<file path="config.mk">
export PLATFORM = sky130hd
export DESIGN_NAME = prv_trap_responder_flat
export DESIGN_NICKNAME = d
export VERILOG_FILES = /design/src/rtl/prv_trap_if.sv /design/src/rtl/prv_trap_responder.sv /design/src/flat_wrapper.sv
export SDC_FILE = /design/constraint.sdc
export NUM_CORES = 1
export LEC_CHECK = 0
export BUFFER_PORTS_ARGS = -buffer_cell sky130_fd_sc_hd__buf_4
export CAP_MARGIN = 0
export CORE_MARGIN = 2
export CORE_UTILIZATION = 50
export CTS_BUF_LIST = sky130_fd_sc_hd__clkbuf_2 sky130_fd_sc_hd__clkbuf_4 sky130_fd_sc_hd__clkbuf_8
export CTS_CLUSTER_SIZE = 30
export DETAILED_ROUTE_END_ITERATION = 7
export PLACE_DENSITY = 0.8
export SLEW_MARGIN = 20
export SYNTH_ARGS = -nofsm -noshare
export SYNTH_HDL_FRONTEND = slang
export SYNTH_SLANG_ARGS = --single-unit
</file>
<file path="constraint.sdc">
create_clock -name CLK -period 4 [get_ports CLK]
set_input_delay 0.4 -clock CLK [delete_from_list [all_inputs] [get_ports CLK]]
set_output_delay 0.4 -clock CLK [all_outputs]
set_load 0.005 [all_outputs]
</file>
<file path="src/rtl/prv_trap_if.sv">
// rtl/prv_trap_if.sv - pipeline/CSR interface between hazard unit and trap responder
interface prv_trap_if #(parameter int XLEN = 32);
    logic            fault_insn;
    logic            mal_insn;
    logic            illegal_insn;
    logic            breakpoint;
    logic            env;
    logic            mal_l;
    logic            mal_s;
    logic            fault_l;
    logic            fault_s;
    logic            wb_enable;
    logic            ret;
    logic            wfi;
    logic [XLEN-1:0] epc;
    logic [XLEN-1:0] badaddr;
    logic [2:0]      ints_pending;
    logic [2:0]      ints_enabled;
    logic [XLEN-1:0] mtvec;
    logic            csr_wen;
    logic [11:0]     csr_addr;
    logic [XLEN-1:0] csr_wdata;
    logic [XLEN-1:0] csr_rdata;
    logic            intr;
    logic            insert_pc;
    logic [XLEN-1:0] priv_pc;
    logic            wfi_sleep;
    logic            mie_out;

    modport master (
        output fault_insn, mal_insn, illegal_insn, breakpoint, env,
               mal_l, mal_s, fault_l, fault_s, wb_enable, ret, wfi,
               epc, badaddr, ints_pending, ints_enabled, mtvec,
               csr_wen, csr_addr, csr_wdata,
        input  csr_rdata, intr, insert_pc, priv_pc, wfi_sleep, mie_out
    );

    modport slave (
        input  fault_insn, mal_insn, illegal_insn, breakpoint, env,
               mal_l, mal_s, fault_l, fault_s, wb_enable, ret, wfi,
               epc, badaddr, ints_pending, ints_enabled, mtvec,
               csr_wen, csr_addr, csr_wdata,
        output csr_rdata, intr, insert_pc, priv_pc, wfi_sleep, mie_out
    );
endinterface

</file>
<file path="src/rtl/prv_trap_responder.sv">
// rtl/prv_trap_responder.sv - trap/return commit, M-mode trap CSRs and PC redirect
// Optional VECTORED_MTVEC_EN: interrupts vector to base + 4*cause when mtvec mode is 01.
module prv_trap_responder #(
  parameter int XLEN = 32
) (
  input logic   CLK,
  input logic   RST,
  prv_trap_if.slave bus
);

  typedef enum logic [1:0] {IDLE, REDIRECT, SLEEP} state_t;

  state_t          state, state_next;
  logic [XLEN-1:0] mepc, mcause, mtval, priv_pc;
  logic            mie, mpie, insert_pc, wfi_sleep;

  logic            any_exc, intr, exc_has_tval;
  logic            take_exc, take_int, take_ret;
  logic [2:0]      int_vec;
  logic [3:0]      exc_cause, int_cause;
  logic [XLEN-1:0] trap_base, int_target;
  logic            unused_bits;

  assign any_exc = bus.fault_insn | bus.mal_insn | bus.illegal_insn | bus.breakpoint |
                   bus.env | bus.mal_l | bus.mal_s | bus.fault_l | bus.fault_s;
  assign int_vec = bus.ints_pending & bus.ints_enabled;
  assign intr    = (state == IDLE) & mie & (|int_vec) & ~any_exc;

  // Once the no-address exceptions are ruled out, every remaining winner reports badaddr.
  assign exc_has_tval = bus.fault_insn | bus.mal_insn |
                        ~(bus.illegal_insn | bus.breakpoint | bus.env);

  always_comb begin
    exc_cause = 4'd0;
    if      (bus.fault_insn)   exc_cause = 4'd1;
    else if (bus.mal_insn)     exc_cause = 4'd0;
    else if (bus.illegal_insn) exc_cause = 4'd2;
    else if (bus.breakpoint)   exc_cause = 4'd3;
    else if (bus.env)          exc_cause = 4'd11;
    else if (bus.mal_l)        exc_cause = 4'd4;
    else if (bus.mal_s)        exc_cause = 4'd6;
    else if (bus.fault_l)      exc_cause = 4'd5;
    else if (bus.fault_s)      exc_cause = 4'd7;
  end

  always_comb begin
    int_cause = 4'd7;
    if      (int_vec[2]) int_cause = 4'd11;
    else if (int_vec[0]) int_cause = 4'd3;
  end

  assign trap_base   = {bus.mtvec[XLEN-1:2], 2'b00};
  assign unused_bits = ^{bus.epc[0], bus.mtvec[1:0]};

`ifdef VECTORED_MTVEC_EN
  assign int_target = (bus.mtvec[1:0] == 2'b01)
                    ? trap_base + {{(XLEN-6){1'b0}}, int_cause, 2'b00}
                    : trap_base;
`else
  assign int_target = trap_base;
`endif

  always_comb begin
    state_next = state;
    take_exc   = 1'b0;
    take_int   = 1'b0;
    take_ret   = 1'b0;
    case (state)
      IDLE: begin
        if (any_exc) begin
          take_exc   = 1'b1;
          state_next = REDIRECT;
        end else if (intr && bus.wb_enable) begin
          take_int   = 1'b1;
          state_next = REDIRECT;
        end else if (bus.ret) begin
          take_ret   = 1'b1;
          state_next = REDIRECT;
        end else if (bus.wfi) begin
          state_next = SLEEP;
        end
      end
      REDIRECT: state_next = IDLE;
      SLEEP:    if (|int_vec) state_next = IDLE;
      default:  state_next = IDLE;
    endcase
  end

  always_ff @(posedge CLK) begin
    if (RST) begin
      state     <= IDLE;
      mepc      <= '0;
      mcause    <= '0;
      mtval     <= '0;
      mie       <= 1'b0;
      mpie      <= 1'b0;
      insert_pc <= 1'b0;
      priv_pc   <= '0;
      wfi_sleep <= 1'b0;
    end else begin
      state     <= state_next;
      insert_pc <= take_exc | take_int | take_ret;
      wfi_sleep <= (state_next == SLEEP);
      if (bus.csr_wen) begin
        case (bus.csr_addr)
          12'h300: begin
            mie  <= bus.csr_wdata[3];
            mpie <= bus.csr_wdata[7];
          end
          12'h341: mepc   <= {bus.csr_wdata[XLEN-1:1], 1'b0};
          12'h342: mcause <= bus.csr_wdata;
          12'h343: mtval  <= bus.csr_wdata;
          default: ;
        endcase
      end
      // Commits come after the CSR write so they win on the same register.
      if (take_exc || take_int) begin
        mepc    <= {bus.epc[XLEN-1:1], 1'b0};
        mcause  <= {take_int, {(XLEN-5){1'b0}}, take_int ? int_cause : exc_cause};
        mtval   <= (take_exc && exc_has_tval) ? bus.badaddr : '0;
        mpie    <= mie;
        mie     <= 1'b0;
        priv_pc <= take_int ? int_target : trap_base;
      end else if (take_ret) begin
        mie     <= mpie;
        mpie    <= 1'b1;
        priv_pc <= mepc;
      end
    end
  end

  always_comb begin
    bus.csr_rdata = '0;
    case (bus.csr_addr)
      12'h300: bus.csr_rdata = {{(XLEN-13){1'b0}}, 2'b11, 3'b000, mpie, 3'b000, mie, 3'b000};
      12'h341: bus.csr_rdata = mepc;
      12'h342: bus.csr_rdata = mcause;
      12'h343: bus.csr_rdata = mtval;
      default: bus.csr_rdata = '0;
    endcase
  end

  assign bus.intr      = intr;
  assign bus.insert_pc = insert_pc;
  assign bus.priv_pc   = priv_pc;
  assign bus.wfi_sleep = wfi_sleep;
  assign bus.mie_out   = mie;

endmodule

</file>
<file path="src/flat_wrapper.sv">
// flat-port wrapper written by rule: the top's interface ports become plain ports
module prv_trap_responder_flat 
#(
  parameter int XLEN = 32
)
  (CLK, RST, bus_fault_insn, bus_mal_insn, bus_illegal_insn, bus_breakpoint, bus_env, bus_mal_l, bus_mal_s, bus_fault_l, bus_fault_s, bus_wb_enable, bus_ret, bus_wfi, bus_epc, bus_badaddr, bus_ints_pending, bus_ints_enabled, bus_mtvec, bus_csr_wen, bus_csr_addr, bus_csr_wdata, bus_csr_rdata, bus_intr, bus_insert_pc, bus_priv_pc, bus_wfi_sleep, bus_mie_out);
  prv_trap_if #(.XLEN(XLEN)) bus_i ();
  input logic CLK;
  input logic RST;
  input wire logic [$bits(bus_i.fault_insn)-1:0] bus_fault_insn;
  input wire logic [$bits(bus_i.mal_insn)-1:0] bus_mal_insn;
  input wire logic [$bits(bus_i.illegal_insn)-1:0] bus_illegal_insn;
  input wire logic [$bits(bus_i.breakpoint)-1:0] bus_breakpoint;
  input wire logic [$bits(bus_i.env)-1:0] bus_env;
  input wire logic [$bits(bus_i.mal_l)-1:0] bus_mal_l;
  input wire logic [$bits(bus_i.mal_s)-1:0] bus_mal_s;
  input wire logic [$bits(bus_i.fault_l)-1:0] bus_fault_l;
  input wire logic [$bits(bus_i.fault_s)-1:0] bus_fault_s;
  input wire logic [$bits(bus_i.wb_enable)-1:0] bus_wb_enable;
  input wire logic [$bits(bus_i.ret)-1:0] bus_ret;
  input wire logic [$bits(bus_i.wfi)-1:0] bus_wfi;
  input wire logic [$bits(bus_i.epc)-1:0] bus_epc;
  input wire logic [$bits(bus_i.badaddr)-1:0] bus_badaddr;
  input wire logic [$bits(bus_i.ints_pending)-1:0] bus_ints_pending;
  input wire logic [$bits(bus_i.ints_enabled)-1:0] bus_ints_enabled;
  input wire logic [$bits(bus_i.mtvec)-1:0] bus_mtvec;
  input wire logic [$bits(bus_i.csr_wen)-1:0] bus_csr_wen;
  input wire logic [$bits(bus_i.csr_addr)-1:0] bus_csr_addr;
  input wire logic [$bits(bus_i.csr_wdata)-1:0] bus_csr_wdata;
  output wire logic [$bits(bus_i.csr_rdata)-1:0] bus_csr_rdata;
  output wire logic [$bits(bus_i.intr)-1:0] bus_intr;
  output wire logic [$bits(bus_i.insert_pc)-1:0] bus_insert_pc;
  output wire logic [$bits(bus_i.priv_pc)-1:0] bus_priv_pc;
  output wire logic [$bits(bus_i.wfi_sleep)-1:0] bus_wfi_sleep;
  output wire logic [$bits(bus_i.mie_out)-1:0] bus_mie_out;
  assign bus_i.fault_insn = bus_fault_insn;
  assign bus_i.mal_insn = bus_mal_insn;
  assign bus_i.illegal_insn = bus_illegal_insn;
  assign bus_i.breakpoint = bus_breakpoint;
  assign bus_i.env = bus_env;
  assign bus_i.mal_l = bus_mal_l;
  assign bus_i.mal_s = bus_mal_s;
  assign bus_i.fault_l = bus_fault_l;
  assign bus_i.fault_s = bus_fault_s;
  assign bus_i.wb_enable = bus_wb_enable;
  assign bus_i.ret = bus_ret;
  assign bus_i.wfi = bus_wfi;
  assign bus_i.epc = bus_epc;
  assign bus_i.badaddr = bus_badaddr;
  assign bus_i.ints_pending = bus_ints_pending;
  assign bus_i.ints_enabled = bus_ints_enabled;
  assign bus_i.mtvec = bus_mtvec;
  assign bus_i.csr_wen = bus_csr_wen;
  assign bus_i.csr_addr = bus_csr_addr;
  assign bus_i.csr_wdata = bus_csr_wdata;
  assign bus_csr_rdata = bus_i.csr_rdata;
  assign bus_intr = bus_i.intr;
  assign bus_insert_pc = bus_i.insert_pc;
  assign bus_priv_pc = bus_i.priv_pc;
  assign bus_wfi_sleep = bus_i.wfi_sleep;
  assign bus_mie_out = bus_i.mie_out;
  prv_trap_responder #(.XLEN(XLEN)) u_core (.CLK(CLK), .RST(RST), .bus(bus_i));
endmodule
</file>
; ---- Yosys cells after proc, flatten, opt, wreduce, memory -nomap -nowiden
; Cells that the tools add are included.
[classes]
eq_ne = 6
n_mux = 47
bitwise_logic = 19
reduce_logical = 21
[op_table]
columns = cell, n
row1 = 2-to-1 mux 32 bit, 12
row2 = case mux 32 bit (4 select lines), 1
row3 = == test 12 x 10 -> 1 bit (second input constant), 4
row4 = 2-to-1 mux 4 bit, 10
row5 = 2-to-1 mux 1 bit, 16
row6 = nonzero test 2 bit, 7
row7 = OR 1 bit, 13
row8 = AND reduction 2 bit, 6
row9 = 2-to-1 mux 2 bit, 5
row10 = 2-to-1 mux 3 bit, 2
row11 = nonzero test 3 bit, 2
row12 = == test 2 bit (second input constant), 2
row13 = case mux 2 bit (2 select lines), 1
row14 = AND 1 bit, 3
row15 = AND 3 bit, 1
row16 = OR reduction 3 bit, 1
row17 = logical AND 1 bit, 2
row18 = logical NOT 2 bit, 1
row19 = inverter 1 bit, 2
row20 = OR reduction 2 bit, 1
row21 = logical OR 1 bit, 1
[totals]
reg_bits = 132
out_inout_bits = 68
wordCells = 104

; ---- Logic depth before layout (Yosys ltp)
; Gate-level depths: netlist (run 1).
[logic_depth]
ltp_word = 17
mapped_depth = 8
ltp_nobuf = 5

; ---- Least setup slack after synthesis (run 1)
; OpenSTA, ideal clock, no wires.
[synth_timing]
kind = input -> output
from = input bus_csr_addr[4]
to = output bus_csr_rdata[3]
arrival_ps = 1961
required_time_ps = 3600
setup_slack_ps = 1639
cell_stages = 7
n_path_buf = 2
path_cell_list = or4_4 > buf_6 > nor3_1 > and3_1 > clkbuf_1 > a222oi_1 > inv_1
[synth_via]
elab_chain_cells = 2
word_cells_on_any_way = 5
[synth_rtl]
columns = element, line
row1 = "start, declared", flat_wrapper.sv:28  ; input wire logic [$bits(bus_i.csr_addr)-1:0] bus_csr_addr;
row2 = == test 12 x 10 -> 1 bit, prv_trap_responder.sv:134  ; case (bus.csr_addr)
row3 = case mux 32 bit (4 select lines) (*), prv_trap_responder.sv:134
row4 = "end, declared", flat_wrapper.sv:30  ; output wire logic [$bits(bus_i.csr_rdata)-1:0] bus_csr_rdata;
; Mark *: on every way between the ends. The rest lies on a longest branch, timed or not.

; ---- Final worst setup path (run 1)
[layout_timing]
from = input bus_csr_addr[10]
to = output bus_csr_rdata[24]
; The elaborated chain is that of the path after synthesis.

==> summary.md, run 1 <==
| Metric | Value |
|---|---|
| Status | `completed` |
| Slew Limit Fails | `0` |
| Finish-stage setup viols | `0` |
| Crit path cell chain | `buf_4 > nand4bb_1 > nor4_2 > and2_1 > buf_4 > a222oi_1 > inv_1 > buf_4` |
| GPL Wtd Cong | `slightly below 0.8` |
| CP max FO | `15` |
| Final period util | `between 70% and 80%` |
| Vias in the first global route | `~6,100` |
| # diodes | `0` |
| Die height | `between 100 and 150 µm` |
| F_max | `between 300 and 400 MHz` |
| Die area | `around 14,000 µm²` |
| Cts hold-fix bufs | `0` |
| Max VDD drop | `0.000252 V` |
| Clock Skews | `between 0.006 and 0.007 ns` |
| Share of cells above drive strength 1 | `between 30% and 40%` |
| Worst hold slack | `around 0.19 ns` |
| CP arrival | `2.74 ns` |
| Slowest Stage Delay on Critical Path | `around 0.57 ns` |
| Root buffer cell | `clkbuf_8` |
| Top Metal Used | `met4` |
| Synth Register Bits | `about 130` |
| Ys async rst share | `0%` |
| Grt total ovfl | `0` |
| CTS clk-pin slew, worst paths | `0.07 ns` |
| # DRC | `0` |
| R2r setup slk | `around 1.3 ns` |
| Drt via density | `between 5 and 6` |
| Core ar. | `roughly 13,000 µm²` |
| Wire per inst | `17.4 µm` |
| GRT Util Overall | `between 20% and 30%` |
| Worst Setup End Kind | `output port` |
| H-tree levels | `4` |
| Share of the synthesized area in the top cell type | `between 40% and 50%` |
| Postcts setup bufs | `0` |
| Critical-path top delay cell | `and2_1` |
| Total vias in the final route | `approximately 6,400` |
| I/O pin cnt | `approximately 230` |
| Worst Setup Start Kind | `input port` |
| Syn Inst Count | `~750` |
| Worst min-delay path category | `input port to register` |
| Mapped cell area | `approximately 6600 µm²` |
| Pre-Repair DR Iteration Count | `7` |
| Setup TNS | `0 ns` |
| Worst-Skew Late Latency | `around 0.45 ns` |
| Tightest Pin Transition | `approximately 1.1 ns` |
| Sinks on Clock Net | `~130` |
| # nets final | `approximately 1,100` |
| Post-CTS sizing | `0` |
| Fin crit period | `approximately 3.1 ns` |
| Power per cell area | `351 nW/µm²` |
| WL final | `19,600 µm` |
| Core Rows | `a little over 40` |
| Critical path buffers and inverters | `4` |
| WS Path Type | `input port to output port` |
| Synth warn | `0` |
| Initial core utilization | `51.5%` |
| Routed met3 length | `around 1500 µm` |
| Starting DRT DRC Count | `~710` |
| P&R area growth vs syn | `32.0%` |
| Synth area leader | `dfxtp_1` |
| DR WL met2 | `around 9400 µm` |
| Metal-1 WL | `a little over 8000 µm` |
| CTS Buf Count | `17` |
| Crit-path leading delay family | `simple AND/OR/NAND/NOR gates` |
| Hold Vio Cnt, Final | `0` |
| Die W | `~120 µm` |
| Syn nets | `between 900 and 1,000` |
| P_leak | `between 3 and 4 nW` |
| Commonest non-fill, non-tap cells in the layout | `238 x buf_4, 132 x dfxtp_1, 100 x nand2_1` |
| Max cap viols | `0` |
| Mean Syn Cell Area | `between 8 and 9 µm²` |
| Initial antenna violation count | `0` |
| Fill count | `roughly 1,100` |
| EDFF count, synth | `0` |
| CP dominant cell by count | `buf_4` |
| Most common cell after layout, fill and taps aside | `buf_4` |
| Synth area leaders | `dfxtp_1 40%, mux2i_1 8.7%, a211oi_2 5.7%` |
| Max-slew headroom | `28.8%` |
| # port buffers | `about 220` |
| Post-route antenna net violation count | `0` |
| HPWL after detailed placement | `~13,000 µm` |
| RSZ-0062 raised after global routing | `false` |
| Sequential-to-total area share from yosys stat | `roughly 40%` |
| Top FF cell, synth | `dfxtp_1` |
| First-pass GRT wire length | `31,000 µm` |
| Worst Path Required | `3.60 ns` |
| TritonCTS clock tree | `yes` |
| Pin count of the biggest net entering global routing | `72` |
| Distinct cells, synth | `50` |
| Maximum buffer depth of the clock tree | `2` |
==> routing by layer <==
layer	global-route usage [%]	vias up
met4	9.52	0
met1	34.2	3015
met5	0	-
met3	6.95	29
li1	-	3076
met2	46.1	302
==> per-stage QoR <==
step	power, mW	cell area [µm²]	utilization (%)	cells	setup slack (ns)
final	3.04	8650	68.0	1123	0.857
after global routing	3.16	8650	68.0	1123	0.748
after CTS	3.05	8650	68.0	1123	0.922
after detailed placement	1.94	8250	64.9	1091	0.920
after global placement	1.93	8250	64.9	1091	1.01
after floorplan	1.71	6550	-	748	1.64
==> final timing paths <==
kind / start / endpoint / cells past startpoint
setup / recovery: bus_csr_addr[10] / bus_csr_rdata[24] / 8
hold / removal: bus_badaddr[1] / u_core.mtval[1]$_SDFFE_PP0P_ / 3
setup reg to reg: u_core.state[0]$_SDFF_PP0_ / u_core.bus.priv_pc[1]$_SDFFE_PP0P_ / 6
hold reg to reg: u_core.mcause[26]$_SDFFE_PP0P_ / u_core.mcause[26]$_SDFFE_PP0P_ / 2
==> state kept, by name, indices dropped and copies added, names as in the netlist <==
name,cells
u_core.bus.insert_pc,1
u_core.bus.mie_out,1
u_core.bus.priv_pc,31
u_core.bus.wfi_sleep,1
u_core.mcause,32
u_core.mepc,31
u_core.mpie,1
u_core.mtval,32
u_core.state,2
==> cells by family after synthesis <==
kind of cell	Yosys count	synth area share (%)
and+or+nand+nor	208	14.1
buffers and inverters	129	9.24
muxes	65	10.2
other	1	0.0572
AOI/OAI and AO/OA	213	26.0
DFF	132	40.3
==> layout make-up <==
cell class | count | area, µm² | area share (%)
multi-input cells | 487 | 3340 | 38.6
clock buffers | 23 | 292 | 3.37
well taps | 172 | 215 | 2.49
clock inverters | 9 | 104 | 1.20
inverters | 60 | 225 | 2.60
flip-flops and latches | 132 | 2640 | 30.6
repair buffers | 240 | 1830 | 21.1
==> Yosys cell counts, drive strengths merged (5+ instances only) <==
cell type / instances
dfxtp: 132
a22o: 5
nor4: 5
a211oi: 55
o21ai: 34
inv: 60
nand2: 101
nor3: 5
clkbuf: 33
mux2: 8
a21oi: 40
mux2i: 57
and2: 5
a222oi: 30
a221oi: 31
nor2: 70
buf: 36
a22oi: 11
==> tightest hold or removal path: stages <==
cell	delay, ns
buf_4	0.08
a22oi_2	0.05
nor2_1	0.07
==> where the power goes <==
group | switching [mW] | internal [mW]
sequential | 0.0506 | 1.39
combinational | 0.229 | 0.239
clock | 0.517 | 0.610
total | 0.796 | 2.24
(Power assumes the default switching activity.)
==> inputs of run 2 (changes only) <==
--- a/config.mk
+++ b/config.mk
@@ -8,11 +8,11 @@
 export BUFFER_PORTS_ARGS = -buffer_cell sky130_fd_sc_hd__buf_4
 export CAP_MARGIN = 0
 export CORE_MARGIN = 2
-export CORE_UTILIZATION = 50
+export CORE_UTILIZATION = 47
 export CTS_BUF_LIST = sky130_fd_sc_hd__clkbuf_2 sky130_fd_sc_hd__clkbuf_4 sky130_fd_sc_hd__clkbuf_8
 export CTS_CLUSTER_SIZE = 30
 export DETAILED_ROUTE_END_ITERATION = 7
-export PLACE_DENSITY = 0.8
+export PLACE_DENSITY = 0.79
 export SLEW_MARGIN = 20
 export SYNTH_ARGS = -nofsm -noshare
 export SYNTH_HDL_FRONTEND = slang
==> constraint.sdc (replaced) <==
create_clock -name CLK -period 2.5 [get_ports CLK]
set_input_delay 0.25 -clock CLK [delete_from_list [all_inputs] [get_ports CLK]]
set_output_delay 0.25 -clock CLK [all_outputs]
set_load 0.005 [all_outputs]
==> run 2 against run 1 <==
Net effect:
- the run now ends with design-rule violations left
- critical path type unchanged
- total power increased by 62%
- worst setup slack worse by 0.74 ns
- global-route usage down 1.3 points
- critical path depth did not move
- largest power group unchanged
- first-iteration DRC count is 5.8% lower
==> summary.md, run 2 (synthesis results as in run 1) <==
| Metric | Value |
|---|---|
| CTS clk-pin slew, worst paths | `0.08 ns (was 0.07 ns)` |
| Wire per inst | `17.1 µm (was 17.4 µm)` |
| Worst Setup Start Kind | `input port (unchanged)` |
| Most common cell after layout, fill and taps aside | `buf_4 (unchanged)` |
| WS Path Type | `input port to output port (unchanged)` |
| Final worst setup slack | `0.119 ns (was 0.857 ns)` |
| Power per cell area | `550 nW/µm² (was 351 nW/µm²)` |
| Die W | `122 µm (was 118 µm)` |
| # diodes | `0 (unchanged)` |
| Status | `complete, but fails checks (was completed)` |
| TritonCTS clock tree | `yes (unchanged)` |
| Logic pwr share | `16.1% (was 15.4%)` |
| Maximum buffer depth of the clock tree | `2 (unchanged)` |
| Max cap viols | `0 (unchanged)` |
| Sinks on Clock Net | `132 (unchanged)` |
| Worst-Skew Late Latency | `0.45 ns (about the same)` |
| Core ar. | `13,800 µm² (was 12,700 µm²)` |
| Drt via density | `5.63 (was 5.72)` |
| P&R area growth vs syn | `36.3% (was 32.0%)` |
| Vias in the first global route | `5,982 (was 6,149)` |
| Fin crit period | `about 2.4 ns` |
| Core Rows | `43 (was 41)` |
| Worst min-delay path category | `input port to register (unchanged)` |
| Total vias in the final route | `6,507 (was 6,422)` |
| Root buffer cell | `clkbuf_8 (unchanged)` |
| Slew Limit Fails | `0 (unchanged)` |
| Clock power share | `36.9% (was 37.1%)` |
| CP dominant cell by count | `buf_4 (unchanged)` |
| Worst Path Required | `2.25 ns (was 3.60 ns)` |
| Hold Vio Cnt, Final | `0 (unchanged)` |
| Worst hold slack | `0.0689 ns (was 0.189 ns)` |
| Max VDD drop | `0.000374 V (was 0.000252 V)` |
| Sequential share of power | `47.0% (was 47.5%)` |
| Clock Skews | `0.0152 ns (was 0.00641 ns)` |
| Pin count of the biggest net entering global routing | `82 (was 72)` |
| Fin util | `64.9% (was 68.0%)` |
| Slowest Stage Delay on Critical Path | `0.61 ns (was 0.57 ns)` |
| # DRC | `5 (was 0)` |
| CP arrival | `2.13 ns (was 2.74 ns)` |
| GPL Wtd Cong | `0.855 (was 0.792)` |
| RSZ-0062 raised after global routing | `false (unchanged)` |
| # nets final | `1,124 (was 1,099)` |
| Starting DRT DRC Count | `671 (was 712)` |
| Setup TNS | `0 ns (unchanged)` |
| Critical-path top delay cell | `or4_4 (was and2_1)` |
| Violated checks | `design-rule violations` |
| P_leak | `3.75 nW (was 3.61 nW)` |
| Post-Layout Inst Area | `8930 µm² (was 8650 µm²)` |
| Initial core utilization | `47.6% (was 51.5%)` |
| Psw | `1.28 mW (was 0.796 mW)` |
| Final period util | `a little over nine tenths` |
| Fill count | `1,219 (was 1,090)` |
| Top flop regs | `u_core.mcause x32, u_core.mtval x32 (unchanged)` |
| Area of the multi-input gates | `3350 µm² (was 3340 µm²)` |
| Worst Setup End Kind | `output port (unchanged)` |
| Die area | `14,900 µm² (was 14,000 µm²)` |
| Tightest Pin Transition | `0.700 ns (was 1.07 ns)` |
| H-tree levels | `4 (unchanged)` |
| WL final | `19,800 µm (was 19,600 µm)` |
| FF+latch area | `2640 µm² (unchanged)` |
| Crit path cell chain | `buf_4 > or4_4 > nor4_2 > and2_1 > buf_4 > a222oi_1 > inv_1 > buf_4 (was buf_4 > nand4bb_1 > nor4_2 > and2_1 > buf_4 > a222oi_1 > inv_1 > buf_4)` |
| CTS Buf Count | `17 (unchanged)` |
| Grt total ovfl | `0 (unchanged)` |
| Switch share | `26.1% (was 26.2%)` |
| Pre-Repair DR Iteration Count | `8 (was 7)` |
| CP max FO | `17 (was 15)` |
| Placed inst area | `8530 µm² (was 8250 µm²)` |
| I/O pin cnt | `229 (unchanged)` |
| Die height | `122 µm (was 118 µm)` |
| Pwr Total | `4.91 mW (was 3.04 mW)` |
| Place WS | `0.123 ns (was 0.920 ns)` |
| DP Cell Count | `1,124 (was 1,091)` |
| Post-route antenna net violation count | `0 (unchanged)` |
| Layout Cells excl Fill | `1,156 (was 1,123)` |
| Commonest non-fill, non-tap cells in the layout | `257 x buf_4, 132 x dfxtp_1, 100 x nand2_1 (was 238 x buf_4, 132 x dfxtp_1, 100 x nand2_1)` |
| Share of cells above drive strength 1 | `36.0% (was 34.1%)` |
| Initial antenna violation count | `0 (unchanged)` |
| # port buffers | `224 (unchanged)` |
| HPWL after detailed placement | `13,600 µm (was 13,100 µm)` |
| First-pass GRT wire length | `30,500 µm (was 31,000 µm)` |
| F_max | `420 MHz` |
| GRT Util Overall | `26.2% (was 27.5%)` |
| Max-slew headroom | `53.3% (was 28.8%)` |
| Finish-stage setup viols | `0 (unchanged)` |
| P_int | `3.63 mW (was 2.24 mW)` |
==> run 2: power by group through the flow <==
| stage | combinational (mW) | sequential, mW | clock (mW) |
|---|---|---|---|
| after floorplan | 0.394 | 2.34 | 0 |
| after global placement | 0.772 | 2.35 | 0 |
| after detailed placement | 0.784 | 2.35 | 0 |
| after CTS | 0.789 | 2.31 | 1.84 |
| after global routing | 0.861 | 2.32 | 1.94 |
| final | 0.791 | 2.31 | 1.81 |
==> run 2: cell type report <==
class,count,share of cell area [%]
clock inverter,9,1.15
sequential,132,29.6
timing repair buffer,265,23.4
inverter,60,2.52
multi-input combinational,487,37.5
tap,180,2.52
clock buffer,23,3.33
==> run 2: worst paths after layout <==
path / depth (start not counted) / slack [ns] / to / start
setup / recovery: 8 / 0.12 / bus_csr_rdata[25] / bus_csr_addr[4]
hold / removal: 3 / 0.07 / u_core.mtval[31]$_SDFFE_PP0P_ / bus_badaddr[31]
setup reg to reg: 5 / 0.50 / u_core.bus.mie_out$_SDFFE_PP0P_ / u_core.bus.mie_out$_SDFFE_PP0P_
hold reg to reg: 2 / 0.45 / u_core.mcause[26]$_SDFFE_PP0P_ / u_core.mcause[26]$_SDFFE_PP0P_
==> run 2: worst max-delay path, delay by kind of cell <==
| kind | cells | cell delay, ns |
|---|---|---|
| AND/OR/NAND/NOR | 3 | 1.16 |
| buffers and inverters | 4 | 0.57 |
| AO/OA/AOI/OAI | 1 | 0.15 |
==> run 2: routing by layer <==
| layer | track usage, % | vias up | wire (µm) |
|---|---|---|---|
| li1 | - | 3138 | - |
| met1 | 34.7 | 3042 | 8380 |
| met2 | 41.9 | 288 | 9400 |
| met3 | 5.29 | 39 | 1520 |
| met4 | 10.2 | 0 | 524 |
| met5 | 0 | - | 0 |
==> run 2: repair_timing <==
action	4_1_cts	5_1_grt
endpoints found under the setup margin	0	1
hold endpoints to repair	0	0
gates resized for setup	0	1
setup buffers	0	0
hold buffers	0	0
==> inputs of run 3 (changes only) <==
--- a/config.mk
+++ b/config.mk
@@ -7,12 +7,14 @@
 export LEC_CHECK = 0
 export BUFFER_PORTS_ARGS = -buffer_cell sky130_fd_sc_hd__buf_4
 export CAP_MARGIN = 0
+export CELL_PAD_IN_SITES_DETAIL_PLACEMENT = 0
+export CELL_PAD_IN_SITES_GLOBAL_PLACEMENT = 1
 export CORE_MARGIN = 2
-export CORE_UTILIZATION = 47
+export CORE_UTILIZATION = 34
 export CTS_BUF_LIST = sky130_fd_sc_hd__clkbuf_2 sky130_fd_sc_hd__clkbuf_4 sky130_fd_sc_hd__clkbuf_8
 export CTS_CLUSTER_SIZE = 30
 export DETAILED_ROUTE_END_ITERATION = 7
-export PLACE_DENSITY = 0.79
+export PLACE_DENSITY_LB_ADDON = 0.1
 export SLEW_MARGIN = 20
 export SYNTH_ARGS = -nofsm -noshare
 export SYNTH_HDL_FRONTEND = slang
==> run 3 against run 2 <==
Net effect:
- the run now ends clean
- largest cell class unchanged
- non-clock buffer count is 7 lower
- clock-buffer cell count down 5
- fmax grew 3.9%
- flip-flop and latch count unchanged
- register-to-register slack worse by 0.04 ns
- global-route usage fell by 5.0 points
- largest power group unchanged
- hold slack worse by 0.0075 ns
- critical endpoint is now bus_csr_rdata[20]
==> summary.md, run 3 (synthesis results as in run 1) <==
| Metric | Value |
|---|---|
| Grt total ovfl | `0 (unchanged)` |
| Post-CTS sizing | `0 (unchanged)` |
| Die area | `20,400 µm² (was 14,900 µm²)` |
| CP arrival | `2.04 ns (was 2.13 ns)` |
| P_leak | `3.73 nW (was 3.75 nW)` |
| Met1 Usage GRT | `26.9% (was 34.7%)` |
| Slew Limit Fails | `0 (unchanged)` |
| Worst-Skew Late Latency | `0.45 ns (about the same)` |
| WS Path Type | `input port to output port (unchanged)` |
| R2r setup slk | `0.46 ns (was 0.50 ns)` |
| Worst Setup End Kind | `output port (unchanged)` |
| RSZ-0062 raised after global routing | `false (unchanged)` |
| Core ar. | `18,800 µm² (was 13,800 µm²)` |
| First-pass GRT wire length | `33,700 µm (was 30,500 µm)` |
| Status | `completed (was complete, but fails checks)` |
| Post-route antenna net violation count | `0 (unchanged)` |
| Die height | `143 µm (was 122 µm)` |
| Grt met2 use | `36.2% (was 41.9%)` |
| Max cap viols | `0 (unchanged)` |
| Clock Skews | `0.00694 ns (was 0.0152 ns)` |
| Starting DRT DRC Count | `463 (was 671)` |
| TritonCTS clock tree | `yes (unchanged)` |
| Maximum buffer depth of the clock tree | `2 (unchanged)` |
| Drt via density | `5.24 (was 5.63)` |
| Most common cell after layout, fill and taps aside | `buf_4 (unchanged)` |
| CTS clk-pin slew, worst paths | `0.07 ns (was 0.08 ns)` |
| # nets final | `1,117 (was 1,124)` |
| H-tree levels | `4 (unchanged)` |
| Max VDD drop | `0.000347 V (was 0.000374 V)` |
| HPWL after detailed placement | `15,600 µm (was 13,600 µm)` |
| Pre-Repair DR Iteration Count | `8 (unchanged)` |
| CTS Buf Count | `17 (unchanged)` |
| Worst hold slack | `0.0614 ns (was 0.0689 ns)` |
| Sinks on Clock Net | `132 (unchanged)` |
| GPL Wtd Cong | `0.815 (was 0.855)` |
| Fin util | `48.0% (was 64.9%)` |
| Worst Path Required | `2.25 ns (about the same)` |
| Top flop regs | `u_core.mcause x32, u_core.mtval x32 (unchanged)` |
| CP max FO | `14 (was 17)` |
| Max-slew headroom | `49.5% (was 53.3%)` |
| Power per cell area | `563 nW/µm² (was 550 nW/µm²)` |
| Commonest non-fill, non-tap cells in the layout | `248 x buf_4, 132 x dfxtp_1, 100 x nand2_1 (was 257 x buf_4, 132 x dfxtp_1, 100 x nand2_1)` |
| Final period util | `91.7% (was 95.3%)` |
| Setup TNS | `0 ns (unchanged)` |
| Cts hold-fix bufs | `0 (unchanged)` |
| WL final | `22,200 µm (was 19,800 µm)` |
| Worst Setup Start Kind | `input port (unchanged)` |
| Pin count of the biggest net entering global routing | `104 (was 82)` |
| Finish-stage setup viols | `0 (unchanged)` |
| Die W | `143 µm (was 122 µm)` |
| Postcts setup bufs | `0 (unchanged)` |
| Fin crit period | `2.29 ns (was 2.38 ns)` |
| Hold Vio Cnt, Final | `0 (unchanged)` |
| Share of cells above drive strength 1 | `35.4% (was 36.0%)` |
| F_max | `436 MHz (was 420 MHz)` |
| Tightest Pin Transition | `0.758 ns (was 0.700 ns)` |
| GRT Util Overall | `21.2% (was 26.2%)` |
| Met3 GRT Util | `4.49% (was 5.29%)` |
| Worst min-delay path category | `input port to register (unchanged)` |
| I/O pin cnt | `229 (unchanged)` |
| Initial antenna violation count | `0 (unchanged)` |
| Total vias in the final route | `6,430 (was 6,507)` |
| Initial core utilization | `34.8% (was 47.6%)` |
| # DRC | `0 (was 5)` |
| # diodes | `0 (unchanged)` |
| Vias in the first global route | `6,502 (was 5,982)` |
| # port buffers | `224 (unchanged)` |
| Core Rows | `50 (was 43)` |
| P&R area growth vs syn | `38.0% (was 36.3%)` |
| GRT Max-Usage Layer | `met2 (unchanged)` |
| Fill count | `1,848 (was 1,219)` |
| Wire per inst | `18.1 µm (was 17.1 µm)` |
| Root buffer cell | `clkbuf_8 (unchanged)` |
-- run 3: cell types whose count changed in the layout (fill, tap and decap cells not counted), moves of 2 or more --
cell,delta
clkbuf_8,-2
bufinv_16,+2
buf_12,+2
buf_4,-9
clkinv_4,+2
clkbuf_4,-3
clkinv_2,-3
-- run 3: critical path: stages --
cell	delay [ns]
buf_4	0.11
or4_4	0.57
buf_4	0.18
nor4_4	0.32
buf_4	0.30
a222oi_1	0.11
inv_1	0.09
buf_4	0.11
-- run 3: layer usage --
layer | up-vias | share of wire, %
li1 | 3119 | -
met4 | 0 | 1.1
met1 | 3057 | 44
met5 | - | 0
met3 | 20 | 6.7
met2 | 234 | 48
-- run 3: path summary, 6_finish.rpt --
path                                                startpoint                            endpoint  cells after the start
worst max-delay path                           bus_csr_addr[4]                   bus_csr_rdata[20]                      8
worst max register to register      u_core.state[0]$_SDFF_PP0_  u_core.bus.priv_pc[1]$_SDFFE_PP0P_                      6
worst min register to register  u_core.mcause[25]$_SDFFE_PP0P_      u_core.mcause[25]$_SDFFE_PP0P_                      2
worst min-delay path                            bus_badaddr[1]        u_core.mtval[1]$_SDFFE_PP0P_                      3
-- run 3: power by group --
group	switching [mW]	total, mW	internal, mW
combinational	0.386	0.789	0.403
sequential	0.0844	2.31	2.23
clock	0.880	1.99	1.10
-- run 3: cell type report --
| class | count | area [µm²] | share of cell area [%] |
|---|---|---|---|
| Inverter | 60 | 225 | 2.49 |
| Tap cell | 260 | 325 | 3.60 |
| Sequential cell | 132 | 2640 | 29.2 |
| Multi-Input combinational cell | 487 | 3350 | 37.1 |
| Clock inverter | 12 | 181 | 2.01 |
| Timing Repair Buffer | 258 | 2060 | 22.8 |
| Clock buffer | 18 | 248 | 2.74 |
-- run 3: per-stage QoR --
stage / instances / power [mW] / area (µm²) / setup WS [ns]
after floorplan: 748 / 2.73 / 6550 / 0.418
after global routing: 1227 / 5.31 / 9040 / 0.138
final: 1227 / 5.09 / 9040 / 0.208
after global placement: 1197 / 3.13 / 8610 / 0.143
after CTS: 1227 / 5.15 / 9040 / 0.213
after detailed placement: 1197 / 3.15 / 8610 / 0.0892
